--- src/rtl/tone_channel_arbiter.sv ---
// Arbitrates the single tone channel between free-play, auto-play and learning sources.
// Mode switches insert a silent gap; output changes are held for a minimum time.
module tone_channel_arbiter #(
  parameter int unsigned NOTE_W      = 5,
  parameter int unsigned MUTE_CYCLES = 16,
  parameter int unsigned MIN_HOLD    = 8
) (
  input  logic              clk,
  input  logic              rst,
  input  logic [2:0]        mode_in,
  input  logic [2:0]        req,
  input  logic [NOTE_W-1:0] note_free,
  input  logic [NOTE_W-1:0] note_auto,
  input  logic [NOTE_W-1:0] note_learn,
  output logic [2:0]        gnt,
  output logic [NOTE_W-1:0] note_out,
  output logic              note_en,
  output logic [2:0]        mode_cur,
  output logic              switching
);

  localparam int unsigned MuteW = (MUTE_CYCLES > 1) ? $clog2(MUTE_CYCLES) : 1;
  localparam int unsigned HoldW = (MIN_HOLD > 1) ? $clog2(MIN_HOLD) : 1;
  localparam logic [MuteW-1:0] MuteLoad = MuteW'(MUTE_CYCLES - 1);
  localparam logic [HoldW-1:0] HoldLoad = HoldW'(MIN_HOLD - 1);

  typedef enum logic [1:0] {StIdle, StMute, StActive} state_e;

  state_e              state_q, state_d;
  logic [2:0]          mode_q;
  logic [2:0]          mode_cur_q, mode_cur_d;
  logic [MuteW-1:0]    mute_cnt_q, mute_cnt_d;
  logic [HoldW-1:0]    hold_cnt_q, hold_cnt_d;
  logic [2:0]          gnt_q, gnt_d;
  logic [NOTE_W-1:0]   note_out_q, note_out_d;
  logic                note_en_q, note_en_d;
  logic                switching_q, switching_d;

  logic                mode_valid;
  logic                req_sel;
  logic [NOTE_W-1:0]   note_sel;
  logic [NOTE_W-1:0]   tgt_note;

  assign mode_valid = (mode_q == 3'b001) || (mode_q == 3'b010) || (mode_q == 3'b100);
  assign req_sel    = |(req & mode_cur_q);
  assign tgt_note   = req_sel ? note_sel : '0;

  always_comb begin
    note_sel = '0;
    unique case (mode_cur_q)
      3'b001:  note_sel = note_free;
      3'b010:  note_sel = note_auto;
      3'b100:  note_sel = note_learn;
      default: note_sel = '0;
    endcase
  end

  always_comb begin
    state_d    = state_q;
    mode_cur_d = mode_cur_q;
    mute_cnt_d = mute_cnt_q;
    hold_cnt_d = hold_cnt_q;
    note_en_d  = note_en_q;
    note_out_d = note_out_q;

    unique case (state_q)
      StIdle: begin
        if (mode_valid) begin
          mode_cur_d = mode_q;
          mute_cnt_d = MuteLoad;
          state_d    = StMute;
        end
      end
      StMute: begin
        if (!mode_valid) begin
          state_d    = StIdle;
          mode_cur_d = 3'b000;
        end else if (mode_q != mode_cur_q) begin
          mode_cur_d = mode_q;
          mute_cnt_d = MuteLoad;
        end else if (mute_cnt_q == '0) begin
          state_d    = StActive;
          hold_cnt_d = '0;
        end else begin
          mute_cnt_d = mute_cnt_q - 1'b1;
        end
      end
      StActive: begin
        // A mode change pre-empts any pending hold.
        if (!mode_valid) begin
          state_d    = StIdle;
          mode_cur_d = 3'b000;
          note_en_d  = 1'b0;
          note_out_d = '0;
        end else if (mode_q != mode_cur_q) begin
          state_d    = StMute;
          mode_cur_d = mode_q;
          mute_cnt_d = MuteLoad;
          note_en_d  = 1'b0;
          note_out_d = '0;
        end else if (hold_cnt_q != '0) begin
          hold_cnt_d = hold_cnt_q - 1'b1;
        end else if ((req_sel != note_en_q) || (tgt_note != note_out_q)) begin
          note_en_d  = req_sel;
          note_out_d = tgt_note;
          hold_cnt_d = HoldLoad;
        end
      end
      default: state_d = StIdle;
    endcase

    gnt_d       = (state_d == StActive) ? mode_cur_d : 3'b000;
    switching_d = (state_d == StMute);
  end

  always_ff @(posedge clk or negedge rst) begin
    if (!rst) begin
      state_q     <= StIdle;
      mode_q      <= 3'b000;
      mode_cur_q  <= 3'b000;
      mute_cnt_q  <= '0;
      hold_cnt_q  <= '0;
      gnt_q       <= 3'b000;
      note_out_q  <= '0;
      note_en_q   <= 1'b0;
      switching_q <= 1'b0;
    end else begin
      state_q     <= state_d;
      mode_q      <= mode_in;
      mode_cur_q  <= mode_cur_d;
      mute_cnt_q  <= mute_cnt_d;
      hold_cnt_q  <= hold_cnt_d;
      gnt_q       <= gnt_d;
      note_out_q  <= note_out_d;
      note_en_q   <= note_en_d;
      switching_q <= switching_d;
    end
  end

  assign gnt       = gnt_q;
  assign note_out  = note_out_q;
  assign note_en   = note_en_q;
  assign mode_cur  = mode_cur_q;
  assign switching = switching_q;

endmodule

--- config.mk ---
export PLATFORM = sky130hd
export DESIGN_NAME = tone_channel_arbiter
export DESIGN_NICKNAME = d
export VERILOG_FILES = /design/src/rtl/tone_channel_arbiter.sv
export SDC_FILE = /design/constraint.sdc
export NUM_CORES = 1
export LEC_CHECK = 0
export CORE_UTILIZATION = 45
export CTS_BUF_LIST = sky130_fd_sc_hd__clkbuf_4 sky130_fd_sc_hd__clkbuf_8
export DETAILED_ROUTE_END_ITERATION = 16
export GPL_TIMING_DRIVEN = 0
export PLACE_DENSITY = 0.76
export SYNTH_ARGS = -nofsm -noshare
export SYNTH_HDL_FRONTEND = slang
export SYNTH_SLANG_ARGS = --single-unit
--- constraint.sdc ---
create_clock -name clk -period 2.7 [get_ports clk]
set_clock_uncertainty 0.1 [all_clocks]
set_input_delay 0.54 -clock clk [delete_from_list [all_inputs] [get_ports clk]]
set_output_delay 0.54 -clock clk [all_outputs]
set_load 0.01 [all_outputs]
==> results.ini, run 1 <==
[power_and_ir_drop]
p_leak_nw=0.942
power_switching_share_pct=38.3
comb_power_share_pct=49.1
pwr-share-clk_pct=17.3
max-vdd-ir-drop_mv=0.309
power.density_mw_per_mm2=562
power.switching_mw=0.514
seqPwrFrac_pct=33.6
intPower_mw=0.828

[critical_path]
reg2reg_slack_ps=160
worstPathMaxFanout=6
worstReg2RegEnd=note_out[1]
critPathCaptureType=register
arrival_ps=2630
crit_chain=clkdlybuf4s50_1, nand4bb_1, a311o_2, a2bb2o_2, a211oi_4, a21oi_4, mux2_4
worstSetupStartpointType=input port
crit_family=compound AO/OA/AOI/OAI gates
cpPeakStageDelay_ps=460
crit_buf_inv=1
worstReg2RegStart=mode_cur[0]
required_ps=2770
crit_type=in2reg
cp_slowest_cell=clkdlybuf4s50_1
reg2reg_depth=7

[route]
vias=1668
wirelength_microns=4360
dr.pass1.iters=4
wl_per_cell_microns=15.2
avgViaCountPerCell=5.83
drtIter0Drc=84
drc_errors=0
drtAntennaViolNets=0

[yosys]
synthTopCellsByArea=dfrtp_1 (32%), ha_1 (5.2%), nor2_1 (3.5%), and4bb_2 (3.2%), mux2_4 (3.1%)
yosys_most_used_dff=dfrtp_1
synth_edf_count=0
ys_seq_area_share_pct=32.5
synth_seq_cells=25
ys_warn_count=0
avgSynthCellArea_sq_um=9.78
syn_nets=228
yosysUniqueCellTypes=62
yosysTopAreaCell=dfrtp_1
async_reset_ff_share_pct=100
yosysTopAreaCellShare_pct=32.5
netlist_instances=197
synthesis.area_sq_mm=0.00193

[place]
dp_worst_setup_slack_ps=-176
hpwl_microns=3270
portBuffers=35
place_inst=282
gp_congestion=0.849

[sta]
rsz0062_at_grt=false
max_freq_mhz=389
layout_worst_path_cycle_share_pct=95.1
final_hold_viol_count=0
relSlewSlack_pct=21.0
hold_ws_ps=412
setup_violations=0
worst_slack_ps=132
fin_crit_ps=2570
drv_slew=0
worst_pin_slew_ps=1180

[cts]
numClockSinks=25
cts_tree=yes
clk_pin_slew_ps=90
clockBufferDepth=2
clockRootBuffer=clkbuf_8
cts_inserted_buffers=3
cts_setup_buffers=0
hold_buffers=0
htree_levels=1
clock_latency_ps=280

[run_status]
outcome=complete, no violations

[job]
maxCapViolCount=0

[final_layout]
layout-drive-gt1-share_pct=16.9
nNetsFinal=268
area_delta_synth_final_pct=23.9
n_fill_cell=361
antenna-diode-count=0
stdcell_count=286

[worst_hold_path]
hold_class=reg2reg
min_from=mute_cnt_q[0]
min_to=mute_cnt_q[0]
hold_depth=1

[floorplanning]
fp.dieW_microns=67.4
core_sq_mm=0.00406
initial_core_util_pct=47.5
die_h_microns=67.4
fp.dieArea_sq_mm=0.00455
rows=23
io_pins=36

[grt]
grt_max_degree=26
gr-total-overflow=0
grt_pass1_vias=1534
grt_pass1_wl_microns=6850
grt_usage_pct=20.1
antenna_found_initial=0

-- per-layer routing --
layer | up-vias | wire, microns | GRT usage, %
met3 | 9 | 192 | 3.04
met5 | - | 0 | 0
met4 | 0 | 87 | 9.57
met2 | 40 | 2010 | 34.0
li1 | 809 | - | -
met1 | 810 | 2070 | 24.9
-- power by group through the flow --
stage	Combinational [mW]	Clock, mW	Sequential (mW)
floorplan	0.469	0	0.463
global placement	0.639	0	0.458
detailed placement	0.651	0	0.460
CTS	0.657	0.237	0.452
global route	0.724	0.248	0.458
finish	0.659	0.232	0.451
-- registers in the layout (all words and copies together), names as in the netlist --
register    flops
note_out        5
mode_cur        3
switching       1
state_q         2
hold_cnt_q      3
note_en         1
gnt             3
mute_cnt_q      4
mode_q          3
-- cells in the mapped netlist (2+ instances only) --
master and count:
a21boi_0 2, a21oi_1 7, a22o_1 3, a31oi_1 4
and2_1 5, and4bb_1 4, and4bb_2 5, buf_2 2
buf_4 3, buf_6 3, clkbuf_1 2, dfrtp_1 25
ha_1 8, inv_1 14, mux2_4 4, mux2i_1 4
nand2_1 11, nand2b_1 2, nand3b_1 2, nand4bb_1 3
nor2_1 18, nor3_1 7, nor4_1 3, nor4bb_1 3
o21a_1 2, o21ai_0 9, o21ai_1 3, or3_2 2
xor2_1 4
-- kinds of logic after synthesis --
| family | share of synthesized area, % |
|---|---|
| adder cells (fa/ha/maj) | 5.20 |
| buffers and inverters | 7.34 |
| XOR/XNOR | 1.82 |
| AND/OR/NAND/NOR | 24.7 |
| multiplexers | 5.20 |
| flip-flops | 32.5 |
| AO/OA/AOI/OAI | 23.2 |
-- how the worst max path moves through the flow --
stage,from,end,slack [ps],cells past startpoint
finish,note_learn[2],note_out[1],130,7
global route,req[0],hold_cnt_q[2],10,8
CTS,req[0],note_out[1],120,8
detailed placement,req[0],note_out[1],-180,8
global placement,req[0],note_out[1],-150,8
floorplan,mode_cur[2],note_out[1],340,9
-- cell usage in the layout (no fill, tap or decap), types with 4 or more instances in the layout --
master | netlist | routed
clkdlybuf4s50_1 | 0 | 35
dfrtp_1 | 25 | 25
nor2_1 | 18 | 18
inv_1 | 14 | 14
nand2_1 | 11 | 11
o21ai_0 | 9 | 9
ha_1 | 8 | 8
a21oi_1 | 7 | 7
nor3_1 | 7 | 7
and2_1 | 5 | 5
and4bb_2 | 5 | 5
a31oi_1 | 4 | 4
xor2_1 | 4 | 4
and4bb_1 | 4 | 4
mux2_4 | 4 | 4
mux2i_1 | 4 | 4
-- through the flow --
step | TNS (ps) | power (mW) | area (sq um) | util [%]
floorplan | 0 | 0.932 | 1930 | -
global placement | -714 | 1.10 | 2340 | 57.7
detailed placement | -949 | 1.11 | 2340 | 57.7
CTS | 0 | 1.35 | 2390 | 58.8
global route | 0 | 1.43 | 2390 | 58.8
finish | 0 | 1.34 | 2390 | 58.8
-- cell type report --
class	instances	area (sq um)	share of cell area, %
Sequential cell	25	626	26.2
Buffer	11	90.1	3.77
Clock inverter	1	5.00	0.210
Inverter	14	52.6	2.20
Tap cell	50	62.6	2.62
Clock buffer	3	41.3	1.73
Timing Repair Buffer	35	350	14.7
Multi-Input combinational cell	147	1160	48.6
-- repair_timing --
item | in CTS | in global routing
endpoints found under the hold margin | 0 | 0
endpoints found under the setup margin | 0 | 4
gates resized for setup | 0 | 2
(Power assumes the default switching activity.)
==> inputs of run 2 (changes only) <==
--- a/config.mk
+++ b/config.mk
@@ -5,11 +5,14 @@
 export SDC_FILE = /design/constraint.sdc
 export NUM_CORES = 1
 export LEC_CHECK = 0
+export CORE_ASPECT_RATIO = 2
+export CORE_MARGIN = 2
 export CORE_UTILIZATION = 45
 export CTS_BUF_LIST = sky130_fd_sc_hd__clkbuf_4 sky130_fd_sc_hd__clkbuf_8
 export DETAILED_ROUTE_END_ITERATION = 16
 export GPL_TIMING_DRIVEN = 0
 export PLACE_DENSITY = 0.76
+export SLEW_MARGIN = 0
 export SYNTH_ARGS = -nofsm -noshare
 export SYNTH_HDL_FRONTEND = slang
 export SYNTH_SLANG_ARGS = --single-unit
==> results.ini, run 2 (synthesis gave the netlist of run 1 again) <==
[place]
place_area_sq_mm=0.00234  ; +0.11%
portBuffers=35  ; unchanged
gp_congestion=0.850  ; about the same
hpwl_microns=3520  ; +7.6%

[critical_path]
arrival_ps=2650  ; +20 ps
cpMostUsedCell=mux2_4
worstPathMaxFanout=10  ; +4
critPathCaptureType=register
crit_type=in2reg
cp_slowest_cell=a222oi_1
crit_family=compound AO/OA/AOI/OAI gates
crit_buf_inv=2  ; +1
worstSetupStartpointType=input port
crit_chain=clkdlybuf4s50_1, a222oi_1, buf_4, a21oi_2, mux2_4, a211oi_4, a21oi_4, mux2_4
cpPeakStageDelay_ps=420  ; -40 ps
required_ps=2760  ; about the same

[grt]
grt_usage_pct=20.1  ; -0.051 points
grt_max_degree=26  ; unchanged
gr-total-overflow=0  ; unchanged
grt_pass1_vias=1672  ; +9.0%
antenna_found_initial=0  ; unchanged
grt_pass1_wl_microns=7500  ; +9.5%

[final_layout]
final_cell_mix=clkdlybuf4s50_1 (35), dfrtp_1 (25), nor2_1 (18)
fin_util_pct=58.5  ; -0.31 points
nNetsFinal=268  ; unchanged
antenna-diode-count=0  ; unchanged
largest_reg_flops=5  ; unchanged
n_fill_cell=366  ; +1.4%
area_delta_synth_final_pct=24.2
fin_area_sq_mm=0.00239  ; +0.21%
multi_input_area_sq_mm=0.00116  ; unchanged
layout_commonest_cell=clkdlybuf4s50_1
register_area_sq_um=626  ; unchanged
layout-drive-gt1-share_pct=16.9  ; unchanged

[cts]
cts_inserted_buffers=3  ; unchanged
clockRootBuffer=clkbuf_8
htree_levels=1  ; unchanged
numClockSinks=25  ; unchanged
clock_latency_ps=270  ; about the same
clockBufferDepth=2  ; unchanged
cts_tree=yes
clk_pin_slew_ps=90  ; about the same
hold_buffers=0  ; unchanged

[route]
wirelength_microns=4480  ; +2.9%
dr.pass1.iters=6  ; +2
wl_per_cell_microns=15.6  ; +2.2%
drtAntennaViolNets=0  ; unchanged
drc_errors=0  ; unchanged
vias=1678  ; +0.60%
drtIter0Drc=38  ; -55%
avgViaCountPerCell=5.83  ; about the same

[power_and_ir_drop]
finalPower_mw=1.34  ; -0.22%
power.density_mw_per_mm2=560  ; -0.42%
max-vdd-ir-drop_mv=0.390  ; +26%
p_leak_nw=0.938  ; -0.39%

[sta]
drv_slew=0  ; unchanged
setup_violations=0  ; unchanged
final_hold_viol_count=0  ; unchanged
rsz0062_at_grt=false
worst_pin_slew_ps=1130  ; -49.5 ps
fin_crit_ps=2590  ; +23.7 ps
relSlewSlack_pct=24.3  ; +3.3 points
fin_tns_setup_ps=0  ; unchanged
hold_ws_ps=422  ; +9.35 ps
layout_worst_path_cycle_share_pct=96.0  ; +0.88 points
max_freq_mhz=386  ; -0.92%

[worst_hold_path]
hold_class=reg2reg

[floorplanning]
fp.dieW_microns=50.3  ; -25%
initial_core_util_pct=47.1  ; -0.35 points
rows=33  ; +43%
fp.dieArea_sq_mm=0.00485  ; +6.7%
core_sq_mm=0.00409  ; +0.74%
io_pins=36  ; unchanged
die_h_microns=96.5  ; +43%

[run_status]
outcome=complete, no violations

[job]
maxCapViolCount=0  ; unchanged

[run 2: report_power, final]
part	switching [mW]	internal [mW]
clock	0.123	0.105
combinational	0.349	0.309
sequential	0.0379	0.416
[run 2: worst register-to-register path: cells and delay by family, from the launching register on]
family                 cells  cell delay (ps)
muxes                      2              620
AOI/OAI and AO/OA          4              750
buffers and inverters      3              540
DFF                        1              410
[run 2: timing repair]
action / CTS / global route
gates resized for setup: 0 / 2
buffers inserted: 0 / 0
endpoints found under the setup margin: 0 / 3
[run 2: through the flow]
stage | std cells | worst slack [ps]
floorplan | 197 | 341
global placement | 284 | -163
detailed placement | 284 | -167
CTS | 288 | 121
global route | 288 | 14.6
finish | 288 | 109
[run 2: final cells by class]
type	instances	share of cell area [%]
clock inverters	1	0.314
multi-input cells	147	48.5
repair buffers	35	14.6
clock buffers	3	1.73
plain buffers	11	3.77
inverters	14	2.20
well taps	52	2.72
flip-flops and latches	25	26.2
[run 2: per-layer routing]
metal,wire length [microns],track usage (%)
met1,1700,20.1
met5,0,0
met2,2590,40.2
met4,109,8.56
met3,79,2.00
[run 2: path summary, 6_finish.rpt]
| kind | slack (ps) | depth (start not counted) | to | startpoint |
|---|---|---|---|---|
| max | 110 | 8 | note_out[2] | req[0] |
| min | 420 | 1 | mute_cnt_q[2] | mute_cnt_q[2] |
| max reg2reg | 160 | 9 | note_out[2] | mode_cur[2] |
| min reg2reg | 420 | 1 | mute_cnt_q[2] | mute_cnt_q[2] |
| max in group asynchronous | 1050 | 1 | hold_cnt_q[2] | rst |
| min in group asynchronous | 760 | 1 | mode_q[1] | rst |
==> variant (settings of run 1) <==
Encoding of `state_e`: now one-hot (3 bits for 3 states).
--- a/src/rtl/tone_channel_arbiter.sv
+++ b/src/rtl/tone_channel_arbiter.sv
@@ -25,5 +25,5 @@
   localparam logic [HoldW-1:0] HoldLoad = HoldW'(MIN_HOLD - 1);
 
-  typedef enum logic [1:0] {StIdle, StMute, StActive} state_e;
+  typedef enum logic [2:0] {StIdle = 3'b001, StMute = 3'b010, StActive = 3'b100} state_e;
 
   state_e              state_q, state_d;
Formal check against the unedited RTL: no difference found for any inputs over 10 cycles, from zero or initial values and one cycle with rst low; not proved beyond that.
==> variant against run 1 <==
- routed wire length decreased by 6.0%
- critical endpoint is now hold_cnt_q[1]$_DFFE_PN0P_
- area after synthesis fell by 13%
- setup slack worse by 0.042 ns
- sequential cell count grew 1
- critical path type unchanged
- total power down 5.3%
- sequential power increased by 15%
- global-route usage increased by 1.4 points
- utilization rose by 4.9 points
- cell area is 8.1% lower
==> variant: results (changes against run 1) <==
ROUTE
------------------------------------------------------------------------------
Total number of vias ............................................         1565   -6.2%
Met2 WL .........................................................      2150 um   +6.9%
Starting DRC count in detailed routing ..........................          101   +20%
Detailed Route WL ...............................................      4100 um   -6.0%
Met3 routed wirelength ..........................................       235 um   +22%

LAYOUT
------------------------------------------------------------------------------
Finished Layout Cells ...........................................          265   -7.3%
Fill count ......................................................          280   -22%
Number of nets in the layout ....................................          246   -8.2%
Synth-to-Final Area Change ......................................        30.8%

PWR
------------------------------------------------------------------------------
IR Drop Worst-Case VDD ..........................................       354 uV   +15%
Internal Power ..................................................       818 uW   -1.2%
Cell leakage power ..............................................  0.000908 uW   -3.6%
Power consumed by sequential cells ..............................       520 uW   +15%
Sw frac .........................................................        35.6%   -2.6 points

WORST SETUP PATH
------------------------------------------------------------------------------
Slowest cell on crit path .......................................      or4bb_4
Top fanout value on the critical path ...........................            4   -2
Arrival @ worst endpoint ........................................      2.67 ns   +0.04 ns
Critical path's largest stage delay .............................      0.53 ns   +0.07 ns
Internal reg-to-reg setup slack .................................      0.14 ns   -0.02 ns
Worst Setup SP .................................................. note_learn[3]

YOSYS
------------------------------------------------------------------------------
Sequential cell area fraction in the yosys report ...............        38.9%   +6.4 points
Top area cells in the synthesized netlist ....................... dfrtp_1 (37%), nor2_1 (4.0%), inv_1 (3.8%), nand4bb_1 (2.7%), ha_1 (2.2%)
Count of different cell masters after synthesis .................           58   -6.5%
Share of the synthesized area in compound gates (AO/OA/AOI/OAI) .        21.0%   -2.2 points
Adder and majority gate portion of the synthesized area .........        2.24%   -3.0 points
Synthesized Nets ................................................          204   -11%

PLACED DESIGN
------------------------------------------------------------------------------
Number of instances in the placed design ........................          259   -8.2%
Routability congestion estimate .................................        0.817   -3.8%
Pre-CTS setup slack .............................................    -0.551 ns   -0.375 ns

TIMING
------------------------------------------------------------------------------
Ratio of final minimum period to clock period ...................        96.7%   +1.6 points
Hold Slack ......................................................     0.421 ns   +0.00896 ns
Worst-case headroom to the max-slew limit .......................        22.3%   +1.3 points

GRT
------------------------------------------------------------------------------
Met3 track utilization from global routing ......................        2.74%   -0.30 points
Met2 GRT Util ...................................................        39.9%   +5.9 points
Overall Global Routing Usage ....................................        21.5%   +1.4 points
Global-route track usage on met1 ................................        25.8%   +0.88 points
Via count of the first global-routing pass ......................         1523   -0.72%

RUN STATUS
------------------------------------------------------------------------------
Result of the run ............................................... complete, no violations

HOLD PATH
------------------------------------------------------------------------------
Origin of the worst min-delay path .............................. hold_cnt_q[1]$_DFFE_PN0P_

-- variant: repair_timing --
action,CTS,global route
setup buffers,1,1
pin swaps,2,4
gates resized for setup,2,8
endpoints found under the setup margin,8,7
-- variant: critical path, delay by kind of cell --
kind	cells	cell delay [ns]
and+or+nand+nor	2	0.74
AOI/OAI and AO/OA	2	0.52
buffers and inverters	2	0.54
muxes	1	0.34
-- variant: area by class of cell --
type                            instances  area share [%]
Tap cell                               46            2.62
Buffer                                  4            1.43
Inverter                               18            3.08
Sequential cell                        26            29.9
Multi-Input combinational cell        130            44.1
Clock buffer                            4            2.22
Timing Repair Buffer                   37            16.7
-- variant: cells by family (layout without fill, tap and decap cells) --
logic type               count (synthesis)  count (layout)
AND/OR/NAND/NOR                         72              72
AO/OA/AOI/OAI                           47              47
flip-flops                              26              26
buffers and inverters                   22              63
XOR/XNOR                                 6               6
adder cells (fa/ha/maj)                  3               3
multiplexers                             2               2
